<file path="src/rtl/dsp_mem_loader_pkg.sv">
// -----------------------------------------------------------------------------
// dsp_mem_loader_pkg
// Shared definitions for the DSP memory loader: FSM state and error code
// encodings, header field bit positions, memory select codes and a helper
// that checks whether a header targets an existing core and memory.
// -----------------------------------------------------------------------------
package dsp_mem_loader_pkg;

  // FSM states. ST_CKSUM is only reachable when DSP_MEM_LOADER_CKSUM_EN is set.
  typedef enum logic [2:0] {
    ST_HDR0  = 3'd0,
    ST_HDR1  = 3'd1,
    ST_DATA  = 3'd2,
    ST_DRAIN = 3'd3,
    ST_CKSUM = 3'd4
  } state_e;

  // Error codes reported on err_code (only the first one since a clear is kept).
  typedef enum logic [2:0] {
    ERR_NONE      = 3'd0,
    ERR_BADSEL    = 3'd1,
    ERR_SHORTHDR  = 3'd2,
    ERR_EARLYLAST = 3'd3,
    ERR_NOLAST    = 3'd4,
    ERR_CKSUM     = 3'd5
  } err_code_e;

  // Header word 0 fields
  localparam int H0_PROC_MSB = 31;
  localparam int H0_PROC_LSB = 29;
  localparam int H0_MEM_MSB  = 28;
  localparam int H0_MEM_LSB  = 26;
  localparam int H0_BASE_MSB = 15;
  localparam int H0_BASE_LSB = 0;

  // Header word 1 fields
  localparam int H1_LEN_MSB  = 15;
  localparam int H1_LEN_LSB  = 0;

  // Memory select codes
  localparam logic [2:0] MEMSEL_CMD  = 3'd0;
  localparam logic [2:0] MEMSEL_ENV  = 3'd1;
  localparam logic [2:0] MEMSEL_FREQ = 3'd2;

  // True when the header names an existing core and an existing memory.
  function automatic logic sel_legal(input logic [2:0] proc, input logic [2:0] mem,
                                     input int nproc, input int nmemsel);
    return (int'(proc) < nproc) && (int'(mem) < nmemsel);
  endfunction

endpackage

</file>
<file path="src/rtl/dsp_mem_loader.sv">
// -----------------------------------------------------------------------------
// dsp_mem_loader
// Decodes a packetised AXI-Stream (H0, H1, data words) into single-cycle
// writes on the per-core DSP memory write port, validating headers and
// framing and reporting a sticky first-error code plus a clean-packet count.
//
// Optional feature: define DSP_MEM_LOADER_CKSUM_EN to require one trailing
// checksum word per packet (XOR of H0, H1 and all data words). The trailing
// word carries tlast, is never written, and a mismatch reports error code 5.
//
// Ports:
//   clk, resetn                 clock, asynchronous active-low reset
//   s_tdata/s_tvalid/s_tlast    input stream word, valid, end of packet
//   s_tready                    loader ready (1 from first edge after reset)
//   mem_write_data/addr         write data and address (registered)
//   proc_write_sel/mem_write_sel target core and memory of the write
//   mem_write_en                one-cycle write strobe
//   busy                        high while inside a packet
//   err, err_code, err_clr      sticky error flag, first error code, clear
//   pkt_count                   packets completed cleanly (wraps)
//   dbg_state                   current FSM state (state_e encoding)
//
// Handshake: a beat transfers on a rising edge where s_tvalid and s_tready
// are both high; s_tready never drops after reset, so the source alone paces
// the stream and cycles with s_tvalid low leave all state untouched.
// -----------------------------------------------------------------------------
module dsp_mem_loader
  import dsp_mem_loader_pkg::*;
#(
  parameter int DATAWIDTH = 32,
  parameter int ADDRWIDTH = 16,
  parameter int NPROC     = 4,
  parameter int NMEMSEL   = 3,
  parameter int SELWIDTH  = 3
) (
  input  logic                 clk,
  input  logic                 resetn,
  input  logic [DATAWIDTH-1:0] s_tdata,
  input  logic                 s_tvalid,
  input  logic                 s_tlast,
  output logic                 s_tready,
  output logic [DATAWIDTH-1:0] mem_write_data,
  output logic [ADDRWIDTH-1:0] mem_write_addr,
  output logic [SELWIDTH-1:0]  proc_write_sel,
  output logic [SELWIDTH-1:0]  mem_write_sel,
  output logic                 mem_write_en,
  output logic                 busy,
  output logic                 err,
  output logic [2:0]           err_code,
  input  logic                 err_clr,
  output logic [15:0]          pkt_count,
  output logic [2:0]           dbg_state
);

  logic [2:0]           r_state;
  logic                 r_ready;
  logic [SELWIDTH-1:0]  r_proc;
  logic [SELWIDTH-1:0]  r_mem;
  logic [ADDRWIDTH-1:0] r_base;
  logic [15:0]          r_len_m1;
  logic [15:0]          r_idx;
  logic                 r_wen;
  logic [DATAWIDTH-1:0] r_wdata;
  logic [ADDRWIDTH-1:0] r_waddr;
  logic [SELWIDTH-1:0]  r_wproc;
  logic [SELWIDTH-1:0]  r_wmem;
  logic                 r_err;
  logic [2:0]           r_err_code;
  logic [15:0]          r_pkt_count;
`ifdef DSP_MEM_LOADER_CKSUM_EN
  logic [DATAWIDTH-1:0] r_xor;
`endif

  logic       w_beat;
  logic       w_final;
  logic       w_legal;
  logic       w_wr;
  logic       w_pkt_done;
  logic [2:0] w_err_new;
  logic [2:0] w_state_nxt;

  assign w_beat  = s_tvalid & r_ready;
  assign w_final = (r_idx == r_len_m1);
  assign w_legal = sel_legal(s_tdata[H0_PROC_MSB:H0_PROC_LSB],
                             s_tdata[H0_MEM_MSB:H0_MEM_LSB], NPROC, NMEMSEL);

  always_comb begin
    w_state_nxt = r_state;
    w_err_new   = ERR_NONE;
    w_wr        = 1'b0;
    w_pkt_done  = 1'b0;
    if (w_beat) begin
      case (r_state)
        ST_HDR0: begin
          if (s_tlast) begin
            w_err_new = ERR_SHORTHDR;
          end else if (!w_legal) begin
            // Swallow the rest of the packet without writing anything.
            w_err_new   = ERR_BADSEL;
            w_state_nxt = ST_DRAIN;
          end else begin
            w_state_nxt = ST_HDR1;
          end
        end
        ST_HDR1: begin
          if (s_tlast) begin
            w_err_new   = ERR_SHORTHDR;
            w_state_nxt = ST_HDR0;
          end else begin
            w_state_nxt = ST_DATA;
          end
        end
        ST_DATA: begin
          // Every data beat is written, even the one that reveals a framing error.
          w_wr = 1'b1;
          if (s_tlast) begin
            w_state_nxt = ST_HDR0;
`ifdef DSP_MEM_LOADER_CKSUM_EN
            // tlast belongs on the checksum word, so any tlast here is early.
            w_err_new = ERR_EARLYLAST;
`else
            if (w_final) w_pkt_done = 1'b1;
            else         w_err_new  = ERR_EARLYLAST;
`endif
          end else if (w_final) begin
`ifdef DSP_MEM_LOADER_CKSUM_EN
            w_state_nxt = ST_CKSUM;
`else
            w_err_new   = ERR_NOLAST;
            w_state_nxt = ST_DRAIN;
`endif
          end
        end
        ST_DRAIN: begin
          if (s_tlast) w_state_nxt = ST_HDR0;
        end
`ifdef DSP_MEM_LOADER_CKSUM_EN
        ST_CKSUM: begin
          if (s_tlast) begin
            w_state_nxt = ST_HDR0;
            if (s_tdata == r_xor) w_pkt_done = 1'b1;
            else                  w_err_new  = ERR_CKSUM;
          end else begin
            w_err_new   = ERR_NOLAST;
            w_state_nxt = ST_DRAIN;
          end
        end
`endif
        default: w_state_nxt = ST_HDR0;
      endcase
    end
  end

  always_ff @(posedge clk or negedge resetn) begin
    if (!resetn) begin
      r_state     <= ST_HDR0;
      r_ready     <= 1'b0;
      r_proc      <= '0;
      r_mem       <= '0;
      r_base      <= '0;
      r_len_m1    <= '0;
      r_idx       <= '0;
      r_wen       <= 1'b0;
      r_wdata     <= '0;
      r_waddr     <= '0;
      r_wproc     <= '0;
      r_wmem      <= '0;
      r_err       <= 1'b0;
      r_err_code  <= ERR_NONE;
      r_pkt_count <= '0;
`ifdef DSP_MEM_LOADER_CKSUM_EN
      r_xor       <= '0;
`endif
    end else begin
      r_ready <= 1'b1;
      r_state <= w_state_nxt;
      r_wen   <= w_wr;

      if (w_wr) begin
        r_wdata <= s_tdata;
        r_waddr <= r_base + ADDRWIDTH'(r_idx);  // wraps modulo 2^ADDRWIDTH
        r_wproc <= r_proc;
        r_wmem  <= r_mem;
        r_idx   <= r_idx + 16'd1;
      end

      if (w_beat && (r_state == ST_HDR0)) begin
        r_proc <= SELWIDTH'(s_tdata[H0_PROC_MSB:H0_PROC_LSB]);
        r_mem  <= SELWIDTH'(s_tdata[H0_MEM_MSB:H0_MEM_LSB]);
        r_base <= ADDRWIDTH'(s_tdata[H0_BASE_MSB:H0_BASE_LSB]);
      end

      if (w_beat && (r_state == ST_HDR1)) begin
        r_len_m1 <= s_tdata[H1_LEN_MSB:H1_LEN_LSB];
        r_idx    <= '0;
      end

`ifdef DSP_MEM_LOADER_CKSUM_EN
      if (w_beat) begin
        if (r_state == ST_HDR0) r_xor <= s_tdata;
        else                    r_xor <= r_xor ^ s_tdata;
      end
`endif

      // First error is kept; a new error in the same cycle as err_clr wins.
      if (w_err_new != ERR_NONE) begin
        if (!r_err || err_clr) begin
          r_err      <= 1'b1;
          r_err_code <= w_err_new;
        end
      end else if (err_clr) begin
        r_err      <= 1'b0;
        r_err_code <= ERR_NONE;
      end

      if (w_pkt_done) r_pkt_count <= r_pkt_count + 16'd1;
    end
  end

  assign s_tready       = r_ready;
  assign mem_write_data = r_wdata;
  assign mem_write_addr = r_waddr;
  assign proc_write_sel = r_wproc;
  assign mem_write_sel  = r_wmem;
  assign mem_write_en   = r_wen;
  assign busy           = (r_state != ST_HDR0);
  assign err            = r_err;
  assign err_code       = r_err_code;
  assign pkt_count      = r_pkt_count;
  assign dbg_state      = r_state;

endmodule
</file>
<file path="config.mk">
export PLATFORM = sky130hd
export DESIGN_NAME = dsp_mem_loader
export DESIGN_NICKNAME = d
export VERILOG_FILES = /design/src/rtl/dsp_mem_loader_pkg.sv /design/src/rtl/dsp_mem_loader.sv
export SDC_FILE = /design/constraint.sdc
export NUM_CORES = 1
export LEC_CHECK = 0
export ABC_AREA = 1
export BUFFER_PORTS_ARGS = -buffer_cell sky130_fd_sc_hd__buf_4
export CAP_MARGIN = 30
export CORE_ASPECT_RATIO = 0.5
export CORE_MARGIN = 2
export CORE_UTILIZATION = 45
export DETAILED_ROUTE_END_ITERATION = 8
export PLACE_DENSITY = 0.67
export SLEW_MARGIN = 20
export SYNTH_ARGS = -nofsm -noshare
export SYNTH_HDL_FRONTEND = slang
export SYNTH_SLANG_ARGS = --single-unit
</file>
<file path="constraint.sdc">
create_clock -name clk -period 3.4 [get_ports clk]
set_clock_uncertainty 0.2 [all_clocks]
set_input_delay 0.34 -clock clk [delete_from_list [all_inputs] [get_ports clk]]
set_output_delay 0.34 -clock clk [all_outputs]
set_load 0.01 [all_outputs]
</file>
==> reports/results.txt, run 1 <==
Run status = finished, final reports clean
Clock sink total = 132
Number of maximum-capacitance violations = 0
CP top delay family = compound AO/OA/AOI/OAI gates
Finished Layout Cells = 1148
Power density normalized to cell area = 844 mW/mm^2
Via density = 4.87
Sequential-to-total area share from yosys stat = 51.1%
Reg clk slew, reported paths = 60 ps
Final wirelength = 15900 um
Req. time, crit path = 3550 ps
Min-Delay Startpoint = s_tdata[30]
TritonCTS clock tree = done
Count of warnings emitted by yosys = 0
First-pass GRT wire length = 27100 um
Total negative setup slack = 0 ps
Final critical path time including I/O delays and setup = 2590 ps
Global route overflow = 0
Area enclosed by the die boundary = 0.0154 mm^2
Setup repair after global routing missed its margin = false
Net count after synthesis = 851
Post-DP HPWL = 11300 um
Peak supply drop = 0.302 mV
Antenna viol nets, final = 0
Ordered list of cells on the worst path = ha_1 -> inv_1 -> fa_1 -> o21ai_0 -> a21oi_1 -> o21bai_1 -> nand2_1 -> nand2_1 -> xor2_1 -> nand2_1 -> nand2_1
DRC violation count after routing = 0
Mapped Cells = 796
Top library cells by usage in the layout, fill and taps aside = 260 x sky130_fd_sc_hd__nand2_1, 132 x sky130_fd_sc_hd__dfrtp_1, 119 x sky130_fd_sc_hd__buf_4, 105 x sky130_fd_sc_hd__o21ai_0, 92 x sky130_fd_sc_hd__inv_1
Pleak = 4.38 nW
Core outline area = 0.0138 mm^2
Endpoint kind of the worst setup timing path = flip-flop
I/O Pins = 117
Largest net degree at the start of global routing = 75
Number of filler instances in the final layout = 1251
Area of the multi-input gates = 0.00271 mm^2
Standard cell with the maximum stage delay on the critical path = sky130_fd_sc_hd__dfrtp_1
Register cell area after layout = 0.00330 mm^2
Global placement routability congestion = 0.853
Vert. Die Dim = 88.8 um
Final worst path period share = 76.0%
Number of buffers inserted to repair setup after CTS = 0
Worst setup slack for register-to-register paths = 810 ps
Initial Util = 47.0%
Final-report max-slew violation count = 0
Buffering stage count on the worst path with inverters included = 1
Path depth of the worst reg2reg path = 11
Routed WL per cell = 13.9 um
Hold slack final = 26.3 ps
Bufs on Longest Clock Path = 2
Count of final setup violators = 0
Min-Delay Endpoint = mem_write_data[30]$_DFFE_PN0P_
Synth Register Bits = 132
Tightest Pin Transition = 704 ps
Critical path start-end classification = flip-flop to flip-flop
Count of input and output buffers = 115
Synth-to-layout area growth = 30.0%
Site Rows = 30
Number of buffers added by the clock tree synthesis step = 17
Arrival time at the worst endpoint = 2740 ps
CP max FO = 7
CTS H-Tree Depth = 4
Die span in x = 174 um
Total Nets Final = 998
Initial antenna violation count = 1
Fraction of layout instances using a drive strength above 1 = 18.7%
Clock root cell = sky130_fd_sc_hd__clkbuf_16
Final number of hold-violating endpoints = 0
Starting DRC count in detailed routing = 240
Worst slew slack as a fraction of its limit = 52.6%
Clock insertion delay at the later pin of the skew report = 410 ps
Diodes inserted = 0
FF-to-FF End = mem_write_addr[12]$_DFFE_PN0P_
Reg2Reg Launch Point = r_idx[0]$_DFFE_PN0P_
Hold crit path type = input port to flip-flop
Netlist area before placement = 0.00647 mm^2
Number of distinct library cell variants in the gate-level netlist after synthesis = 41
Origin of the worst setup path = r_idx[0]$_DFFE_PN0P_
Stage delay of the slowest cell on the critical path = 450 ps
Max frequency = 387 MHz
Avg Synthesized Cell Area = 8.13 um^2
Number of instances on the worst hold path = 3
Placed instance count = 1087
Vias after detailed routing = 5588
Most frequent standard cell in the layout excluding fill and tap cells = sky130_fd_sc_hd__nand2_1
Most repeated library cell on the critical path = sky130_fd_sc_hd__nand2_1
Number of global-route vias before repair = 5454
Type of origin of the critical path = flip-flop
Global-route usage over all layers = 22.2%
Number of detailed-route iterations in the first pass = 5
## cells in the mapped netlist (all sizes together)
cell type  instances  area (um^2)
a22oi              1         7.51
clkbuf            14         52.6
ha                17          213
or2                3         21.3
buf                8         41.3
o21bai             3         22.5
nand3b             3         22.5
nor4               1         6.26
inv              100          375
nand2            264         1000
o32ai              1         8.76
nand4              4         25.0
a221oi             1         8.76
o31ai              1         7.51
conb               2         7.51
o22ai              1         6.26
nand3             28          150
nor2              43          196
nor3              11         66.3
xor2              15          131
fa                 1         20.0
a31oi              2         12.5
dfrtp            132         3300
o21ai            106          531
a21o               2         15.0
xnor2             12          105
o211ai             1         7.51
a211oi             1         7.51
a21oi             17         85.1
mux2i              1         10.0
## stage by stage
stage | worst slack (ps) | total power [mW] | util [%] | instance area [um^2]
after global routing | 537 | 7.65 | 61.0 | 8410
after floorplan | 1150 | 4.18 | - | 6470
after global placement | 980 | 5.23 | 54.8 | 7550
after detailed placement | 865 | 5.30 | 54.8 | 7550
after CTS | 812 | 7.14 | 61.0 | 8410
final | 815 | 7.09 | 61.0 | 8410
## kinds of logic (layout without fill, tap and decap cells)
group | Yosys count | in the layout | synth area share [%]
AND/OR/NAND/NOR | 357 | 357 | 23.1
AO/OA/AOI/OAI | 137 | 137 | 11.1
flip-flops | 132 | 132 | 51.1
buffers and inverters | 122 | 282 | 7.25
XOR/XNOR | 27 | 27 | 3.66
adder cells (fa/ha/maj) | 18 | 18 | 3.60
other | 2 | 2 | 0.116
multiplexers | 1 | 1 | 0.155
## final cells by class
type | count | share of cell area (%)
repair buffers | 150 | 14.4
flip-flops and latches | 132 | 39.3
multi-input cells | 542 | 32.2
clock inverters | 14 | 1.67
well taps | 192 | 2.86
inverters | 100 | 4.46
clock buffers | 18 | 5.10
## how the worst max path moves through the flow
stage | end | slack [ps] | depth (start not counted)
floorplan | mem_write_addr[12]$_DFFE_PN0P_ | 1150 | 11
global placement | mem_write_addr[12]$_DFFE_PN0P_ | 980 | 11
detailed placement | mem_write_addr[12]$_DFFE_PN0P_ | 870 | 11
CTS | mem_write_addr[12]$_DFFE_PN0P_ | 810 | 11
global route | mem_write_addr[12]$_DFFE_PN0P_ | 540 | 11
finish | mem_write_addr[12]$_DFFE_PN0P_ | 810 | 11
## power by group
group,leakage [nW],internal [mW],total [mW],switching (mW)
registers,1.65,2.21,2.66,0.444
clock network,0.263,1.03,1.77,0.742
logic,2.46,1.16,2.67,1.51
## layer usage
| layer | vias to the layer above | wire (um) | global-route usage, % |
|---|---|---|---|
| met1 | 2633 | 8250 | 32.3 |
| li1 | 2816 | - | - |
| met5 | - | 0 | 0 |
| met2 | 122 | 6760 | 34.4 |
| met3 | 17 | 749 | 4.21 |
| met4 | 0 | 177 | 6.34 |
## tightest hold or removal path: cells and delay by family
kind,cells,cell delay [ps]
buf+inv,2,170
compound gates,1,80
## registers in the layout (all words and copies together) (netlist names)
name	flops
mem_write_data	32
mem_write_addr	16
pkt_count	16
r_base	16
r_idx	16
r_len_m1	16
err_code	3
mem_write_sel	3
proc_write_sel	3
r_mem	3
r_proc	3
dbg_state	2
err	1
mem_write_en	1
s_tready	1
## what timing repair did
item	4_1_cts	5_1_grt
hold endpoints to repair	102	0
hold buffers	29	0
gates resized for setup	0	0
(Power assumes the default switching activity.)
==> run 2, diff against run 1 <==
--- a/config.mk
+++ b/config.mk
@@ -5,14 +5,14 @@
 export SDC_FILE = /design/constraint.sdc
 export NUM_CORES = 1
 export LEC_CHECK = 0
-export ABC_AREA = 1
+export ABC_AREA = 0
 export BUFFER_PORTS_ARGS = -buffer_cell sky130_fd_sc_hd__buf_4
 export CAP_MARGIN = 30
 export CORE_ASPECT_RATIO = 0.5
 export CORE_MARGIN = 2
 export CORE_UTILIZATION = 45
 export DETAILED_ROUTE_END_ITERATION = 8
-export PLACE_DENSITY = 0.67
+export PLACE_DENSITY = 0.69
 export SLEW_MARGIN = 20
 export SYNTH_ARGS = -nofsm -noshare
 export SYNTH_HDL_FRONTEND = slang
==> constraint.sdc (replaced) <==
create_clock -name clk -period 2.15 [get_ports clk]
set_clock_uncertainty 0.2 [all_clocks]
set_input_delay 0.215 -clock clk [delete_from_list [all_inputs] [get_ports clk]]
set_output_delay 0.215 -clock clk [all_outputs]
set_load 0.01 [all_outputs]
==> run 2 against run 1 <==
Effect of this change: largest power group is now registers; global-route usage is essentially flat; sequential share of layout area is 2.0 points lower; critical path type unchanged; area after synthesis decreased by 3.9%; highest routed layer unchanged; critical endpoint is now mem_write_addr[8]$_DFFE_PN0P_; the flow now finishes with violations (setup timing); non-clock buffer count up 64.
==> reports/results.txt, run 2 <==
Run status = finished, violations left
Violations in the final reports = setup timing
Diodes inserted = 0
Final wirelength = 16000 um
First-pass GRT wire length = 25700 um
Number of buffers added by the clock tree synthesis step = 17
Routed WL per cell = 15.4 um
Ordered list of cells on the worst path = ha_2 -> inv_2 -> fa_2 -> nor2b_1 -> o21a_1 -> o21a_1 -> o211ai_1 -> a21boi_1 -> nor3_1 -> o31ai_1
Critical path start-end classification = flip-flop to flip-flop
Portion of synthesized cell area occupied by the leading cell type = 53.1%
Most frequently used cell type in the post-synthesis netlist = sky130_fd_sc_hd__nand2_1
Number of distinct library cell variants in the gate-level netlist after synthesis = 52
Avg Synthesized Cell Area = 9.72 um^2
Max frequency = 431 MHz
Most repeated library cell on the critical path = sky130_fd_sc_hd__o21a_1
Fraction of layout instances using a drive strength above 1 = 29.8%
Final critical path time including I/O delays and setup = 2320 ps
Area after detailed placement = 0.00768 mm^2
Netlist area before placement = 0.00622 mm^2
Final-report max-slew violation count = 0
Global placement routability congestion = 0.892
Number of maximum-capacitance violations = 0
Initial antenna violation count = 0
Arrival time at the worst endpoint = 2430 ps
Clock sink total = 132
Number of detailed-route iterations in the first pass = 5
Antenna viol nets, final = 0
Clock root cell = sky130_fd_sc_hd__clkbuf_16
Worst setup slack for register-to-register paths = -170 ps
Core outline area = 0.0135 mm^2
Cell accounting for the most synthesized area = sky130_fd_sc_hd__dfrtp_1
Global route overflow = 0
Global-route usage over all layers = 22.2%
Req. time, crit path = 2260 ps
Synth-to-layout area growth = 42.4%
Stage delay of the slowest cell on the critical path = 390 ps
Bufs on Longest Clock Path = 2
Vert. Die Dim = 87.1 um
Type of origin of the critical path = flip-flop
Standard cell with the maximum stage delay on the critical path = sky130_fd_sc_hd__dfrtp_1
Number of global-route vias before repair = 5197
Final critical-path setup slack = -169 ps
Setup repair after global routing missed its margin = true
Area enclosed by the die boundary = 0.0148 mm^2
Mapped Cells = 640
Post-synth ARST share = 100%
Count of final setup violators = 24
Largest net degree at the start of global routing = 76
Reg2Reg Launch Point = r_idx[0]$_DFFE_PN0P_
Peak supply drop = 0.508 mV
Finished Layout Cells = 1037
Total negative setup slack = -1820 ps
Pleak = 4.53 nW
Vias after detailed routing = 5309
CP top delay family = compound AO/OA/AOI/OAI gates
I/O Pins = 117
Endpoint kind of the worst setup timing path = flip-flop
Net count after synthesis = 695
DRC violation count after routing = 0
Clock insertion delay at the later pin of the skew report = 410 ps
Via density = 5.12
Post-DP HPWL = 10700 um
Leading cell types by total area after synthesis = sky130_fd_sc_hd__dfrtp_1 53%, sky130_fd_sc_hd__nand2_1 12%, sky130_fd_sc_hd__xor2_1 4.5%
Worst setup timing slack at the placement stage = -224 ps
Tightest Pin Transition = 593 ps
Commonest cells in the netlist = 205 x sky130_fd_sc_hd__nand2_1, 132 x sky130_fd_sc_hd__dfrtp_1, 32 x sky130_fd_sc_hd__xor2_1
Total Nets Final = 903
Power density normalized to cell area = 1120 mW/mm^2
Final worst path period share = 108%
Most frequent standard cell in the layout excluding fill and tap cells = sky130_fd_sc_hd__nand2_1
Path depth of the worst reg2reg path = 10
Worst slew slack as a fraction of its limit = 60.4%
Starting DRC count in detailed routing = 221
Prevailing post-synth register cell = sky130_fd_sc_hd__dfrtp_1
Initial Util = 46.0%
CTS H-Tree Depth = 4
Site Rows = 30
Post-synth EDFFs = 0
Buffering stage count on the worst path with inverters included = 1
TritonCTS clock tree = done
Count of input and output buffers = 115
Layout Utilization = 65.5%
Flip-flop count of the largest register, all copies and words added = 32
FF-to-FF End = mem_write_addr[8]$_DFFE_PN0P_
Top library cells by usage in the layout, fill and taps aside = 202 x sky130_fd_sc_hd__nand2_1, 168 x sky130_fd_sc_hd__buf_4, 131 x sky130_fd_sc_hd__dfrtp_1, 36 x sky130_fd_sc_hd__dlygate4sd3_1, 32 x sky130_fd_sc_hd__xor2_1
Final number of hold-violating endpoints = 0
Origin of the worst setup path = r_idx[0]$_DFFE_PN0P_
CP max FO = 4
Count of warnings emitted by yosys = 0
Final Instance Area = 0.00886 mm^2
Die span in x = 170 um
Synth Register Bits = 132
Reg clk slew, reported paths = 60 ps
Hold crit path type = input port to async pin
Sequential-to-total area share from yosys stat = 53.1%
Placed instance count = 960
-- run 2: cell types whose count changed after synthesis, sizes merged, moves of 5 or more --
cell   previous run  this run
inv             100         8
o21ai           106        35
nand2           264       205
mux2              0        23
xor2             15        32
nor2             43        27
nand3            28        14
and3              0        12
o21a              0         8
o31ai             1         8
and2              0         5
-- run 2: report_power, final --
part	switching (mW)	internal (mW)	leakage, nW	total [mW]
Combinational	1.64	1.69	2.59	3.33
Clock	1.12	1.60	0.272	2.72
Sequential	0.564	3.32	1.68	3.89
Total	3.32	6.62	4.53	9.94
-- run 2: area by class of cell --
cell class	count	area, um^2
Clock buffer	18	429
Clock inverter	14	133
Fill cell	1084	4660
Inverter	8	32.5
Multi-Input combinational cell	475	2980
Sequential cell	132	3300
Tap cell	176	220
Timing Repair Buffer	214	1760
-- run 2: kinds of logic (layout without fill, tap and decap cells) --
kind of cell / Yosys count / after routing / share of synthesized area [%]
flip-flops: 132 / 132 / 53.1
XOR/XNOR: 44 / 44 / 6.20
adder cells (fa/ha/maj): 18 / 18 / 3.74
AO/OA/AOI/OAI: 89 / 89 / 9.07
multiplexers: 24 / 24 / 4.33
buffers and inverters: 33 / 254 / 2.15
AND/OR/NAND/NOR: 298 / 298 / 21.3
other: 2 / 2 / 0.121
-- run 2: per-layer routing --
metal  vias up  track usage, %  share of wire (%)
met4         0            6.60               0.76
li1       2592               -                  -
met3         9            3.86                4.9
met1      2580            32.1                 49
met5         -               0                  0
met2       128            34.7                 46
-- run 2: worst register-to-register path, delay by kind of cell, from the launching register on --
kind                     cells  cell delay (ps)
AO/OA/AOI/OAI                5              820
adder cells (fa/ha/maj)      2              550
flip-flops                   1              390
AND/OR/NAND/NOR              2              210
buffers and inverters        1               40
-- run 2: worst max-delay path by stage --
stage	slack, ps	to	cells after the start
floorplan	-50	mem_write_addr[14]$_DFFE_PN0P_	7
global route	-310	mem_write_addr[8]$_DFFE_PN0P_	10
detailed placement	-220	mem_write_addr[14]$_DFFE_PN0P_	10
global placement	-130	mem_write_addr[14]$_DFFE_PN0P_	10
CTS	-170	mem_write_addr[8]$_DFFE_PN0P_	10
finish	-170	mem_write_addr[8]$_DFFE_PN0P_	10
-- run 2: repair_timing --
item,CTS,global route
hold buffers,36,0
endpoints found under the hold margin,131,0
setup endpoints to repair,25,29
pin swaps,25,34
buffers inserted,4,5
gates resized for setup,25,21
-- run 2: per-stage QoR --
stage,hold slack [ps],power [mW]
2_1_floorplan,-281,5.45
3_3_place_gp,36.3,6.94
3_5_place_dp,38.5,7.05
4_1_cts,174,9.99
5_1_grt,219,10.6
6_report,163,9.94
==> run 3, diff against run 2 <==
--- a/config.mk
+++ b/config.mk
@@ -8,11 +8,13 @@
 export ABC_AREA = 0
 export BUFFER_PORTS_ARGS = -buffer_cell sky130_fd_sc_hd__buf_4
 export CAP_MARGIN = 30
+export CELL_PAD_IN_SITES_DETAIL_PLACEMENT = 0
+export CELL_PAD_IN_SITES_GLOBAL_PLACEMENT = 2
 export CORE_ASPECT_RATIO = 0.5
 export CORE_MARGIN = 2
-export CORE_UTILIZATION = 45
+export CORE_UTILIZATION = 31
 export DETAILED_ROUTE_END_ITERATION = 8
-export PLACE_DENSITY = 0.69
+export PLACE_DENSITY_LB_ADDON = 0.1
 export SLEW_MARGIN = 20
 export SYNTH_ARGS = -nofsm -noshare
 export SYNTH_HDL_FRONTEND = slang
==> constraint.sdc (replaced) <==
create_clock -name clk -period 2.15 [get_ports clk]
set_clock_uncertainty 0.2 [all_clocks]
set_input_delay 0.215 -clock clk [delete_from_list [all_inputs] [get_ports clk]]
set_output_delay 0.215 -clock clk [all_outputs]
set_load 0.02 [all_outputs]
==> run 3 against run 2 <==
Effect of this change: via count fell by 2.8%; maximum frequency rose by 0.80%; worst hold slack got worse by 130 ps; critical path depth fell by 3; setup slack improved by 18 ps; largest power group unchanged; utilization fell by 19 points; highest routed layer unchanged; final cell count rose by 8.9%; the run still ends with setup timing left.
==> reports/results.txt, run 3 (synthesis results as in run 2) <==
Run status = finished, violations left
Violations in the final reports = setup timing
CP top delay family = compound AO/OA/AOI/OAI gates
Count of final setup violators = 19
Bufs on Longest Clock Path = 2
Top library cells by usage in the layout, fill and taps aside = 202 x sky130_fd_sc_hd__nand2_1, 173 x sky130_fd_sc_hd__buf_4, 130 x sky130_fd_sc_hd__dfrtp_1, 35 x sky130_fd_sc_hd__dlygate4sd3_1, 29 x sky130_fd_sc_hd__xor2_1
Number of filler instances in the final layout = 1929
Synth-to-layout area growth = 45.4%
Relative contribution of combinational cells to total power = 35.5%
Final number of hold-violating endpoints = 0
Number of stages on the worst setup path = 7
Min-Delay Startpoint = s_tlast
Initial Util = 31.8%
Final critical-path setup slack = -150 ps
Vias after detailed routing = 5163
Clock sink total = 132
Routed WL per cell = 15.9 um
Area enclosed by the die boundary = 0.0213 mm^2
Initial antenna violation count = 0
Stage delay of the slowest cell on the critical path = 440 ps
Pleak = 4.54 nW
Hold crit path type = input port to flip-flop
Worst setup slack for register-to-register paths = -150 ps
FF-to-FF End = mem_write_addr[14]$_DFFE_PN0P_
Total Nets Final = 906
Global-route usage over all layers = 18.1%
Area after detailed placement = 0.00785 mm^2
Endpoint kind of the worst setup timing path = flip-flop
Worst setup timing slack at the placement stage = -241 ps
Final-report max-slew violation count = 0
Cell-internal power = 6.79 mW
CTS H-Tree Depth = 4
Diodes inserted = 0
Final Instance Area = 0.00904 mm^2
Standard cell with the maximum stage delay on the critical path = sky130_fd_sc_hd__dfrtp_2
Peak supply drop = 0.562 mV
Site Rows = 36
Most frequent standard cell in the layout excluding fill and tap cells = sky130_fd_sc_hd__nand2_1
Last element of the critical path = mem_write_addr[14]$_DFFE_PN0P_
Starting DRC count in detailed routing = 213
Core outline area = 0.0195 mm^2
Type of origin of the critical path = flip-flop
Die span in x = 204 um
Buffering stage count on the worst path with inverters included = 0
Switching power summed over all nets = 3.77 mW
Fraction of layout instances using a drive strength above 1 = 31.1%
Antenna viol nets, final = 0
Reg2Reg Launch Point = r_idx[7]$_DFFE_PN0P_
Path depth of the worst reg2reg path = 7
Max frequency = 435 MHz
Final wirelength = 18000 um
Ordered list of cells on the worst path = ha_4 -> a21o_1 -> a21o_1 -> a2111o_1 -> o32ai_2 -> xor2_1 -> o21ai_1
Tightest Pin Transition = 588 ps
Number of instances on the worst hold path = 3
Arrival time at the worst endpoint = 2390 ps
I/O Pins = 117
Sequential Power Share = 37.1%
Reg clk slew, reported paths = 60 ps
Number of maximum-capacitance violations = 0
DRC violation count after routing = 0
Req. time, crit path = 2240 ps
Power, Total = 10.6 mW
Final worst path period share = 107%
First-pass GRT wire length = 29700 um
Global placement routability congestion = 0.778
Power density normalized to cell area = 1170 mW/mm^2
Wire length on met1 = 9780 um
Critical path start-end classification = flip-flop to flip-flop
Count of input and output buffers = 115
CP max FO = 3
Clock root cell = sky130_fd_sc_hd__clkbuf_16
Global route overflow = 0
Placed instance count = 1056
Largest net degree at the start of global routing = 76
Clock insertion delay at the later pin of the skew report = 420 ps
Proportion of total power due to net switching = 35.7%
Clock power frac = 27.4%
Via density = 4.57
Worst slew slack as a fraction of its limit = 60.7%
Number of buffers added by the clock tree synthesis step = 17
Most repeated library cell on the critical path = sky130_fd_sc_hd__a21o_1
Setup repair after global routing missed its margin = true
Final critical path time including I/O delays and setup = 2300 ps
Layout Utilization = 46.2%
TritonCTS clock tree = done
Post-DP HPWL = 12700 um
Finished Layout Cells = 1129
Flip-flop count of the largest register, all copies and words added = 32
Metal2 WL = 7110 um
Number of global-route vias before repair = 5340
Vert. Die Dim = 104 um
Highest metal used = met4
Origin of the worst setup path = r_idx[7]$_DFFE_PN0P_
Routed wire length on met3 = 933 um
Number of detailed-route iterations in the first pass = 4
run 3: power groups by stage:
stage	combinational [mW]	sequential, mW	clock, mW
4_1_cts	3.78	3.92	2.97
3_3_place_gp	3.62	3.92	0
6_report	3.75	3.92	2.89
3_5_place_dp	3.63	3.94	0
2_1_floorplan	1.43	4.38	0
5_1_grt	4.15	4.04	3.11
run 3: worst min path at each step:
| stage | endpoint | slack [ps] |
|---|---|---|
| after CTS | dbg_state[1]$_DFFE_PN0P_ | 10 |
| after floorplan | dbg_state[0]$_DFFE_PN0P_ | -280 |
| after global routing | dbg_state[0]$_DFFE_PN0P_ | 40 |
| final | dbg_state[0]$_DFFE_PN0P_ | 40 |
| after detailed placement | pkt_count[13]$_DFFE_PN0P_ | -40 |
| after global placement | pkt_count[14]$_DFFE_PN0P_ | -40 |
run 3: timing repair:
| item | CTS | global route |
|---|---|---|
| gates cloned | 0 | 0 |
| buffers inserted | 5 | 2 |
| endpoints found under the hold margin | 204 | 0 |
| setup endpoints to repair | 25 | 61 |
| gates resized for setup | 31 | 16 |
| pin swaps | 27 | 19 |
| hold buffers | 35 | 0 |
run 3: cell type report:
cell class | instances | area, um^2 | area share (%)
inverters | 8 | 32.5 | 0.360
clock buffers | 19 | 453 | 5.01
multi-input cells | 475 | 2990 | 33.1
flip-flops and latches | 132 | 3310 | 36.6
repair buffers | 217 | 1790 | 19.8
clock inverters | 12 | 130 | 1.44
well taps | 266 | 333 | 3.68
run 3: metal layers:
metal | vias to the layer above | track usage [%]
li1 | 2583 | -
met1 | 2463 | 27.8
met2 | 104 | 24.8
met3 | 13 | 5.23
met4 | 0 | 4.09
met5 | - | 0
run 3: per-stage QoR:
| step | TNS [ps] | hold WS [ps] |
|---|---|---|
| 3_5_place_dp | -2900 | -40.3 |
| 3_3_place_gp | -1970 | -37.6 |
| 5_1_grt | -5180 | 35.6 |
| 4_1_cts | -1450 | 12.5 |
| 2_1_floorplan | -94.9 | -281 |
| 6_report | -1550 | 35.7 |
run 3: worst min-delay path: stages:
cell and delay [ps]:
sky130_fd_sc_hd__buf_4 150, sky130_fd_sc_hd__nor2_1 70, sky130_fd_sc_hd__o22a_1 170
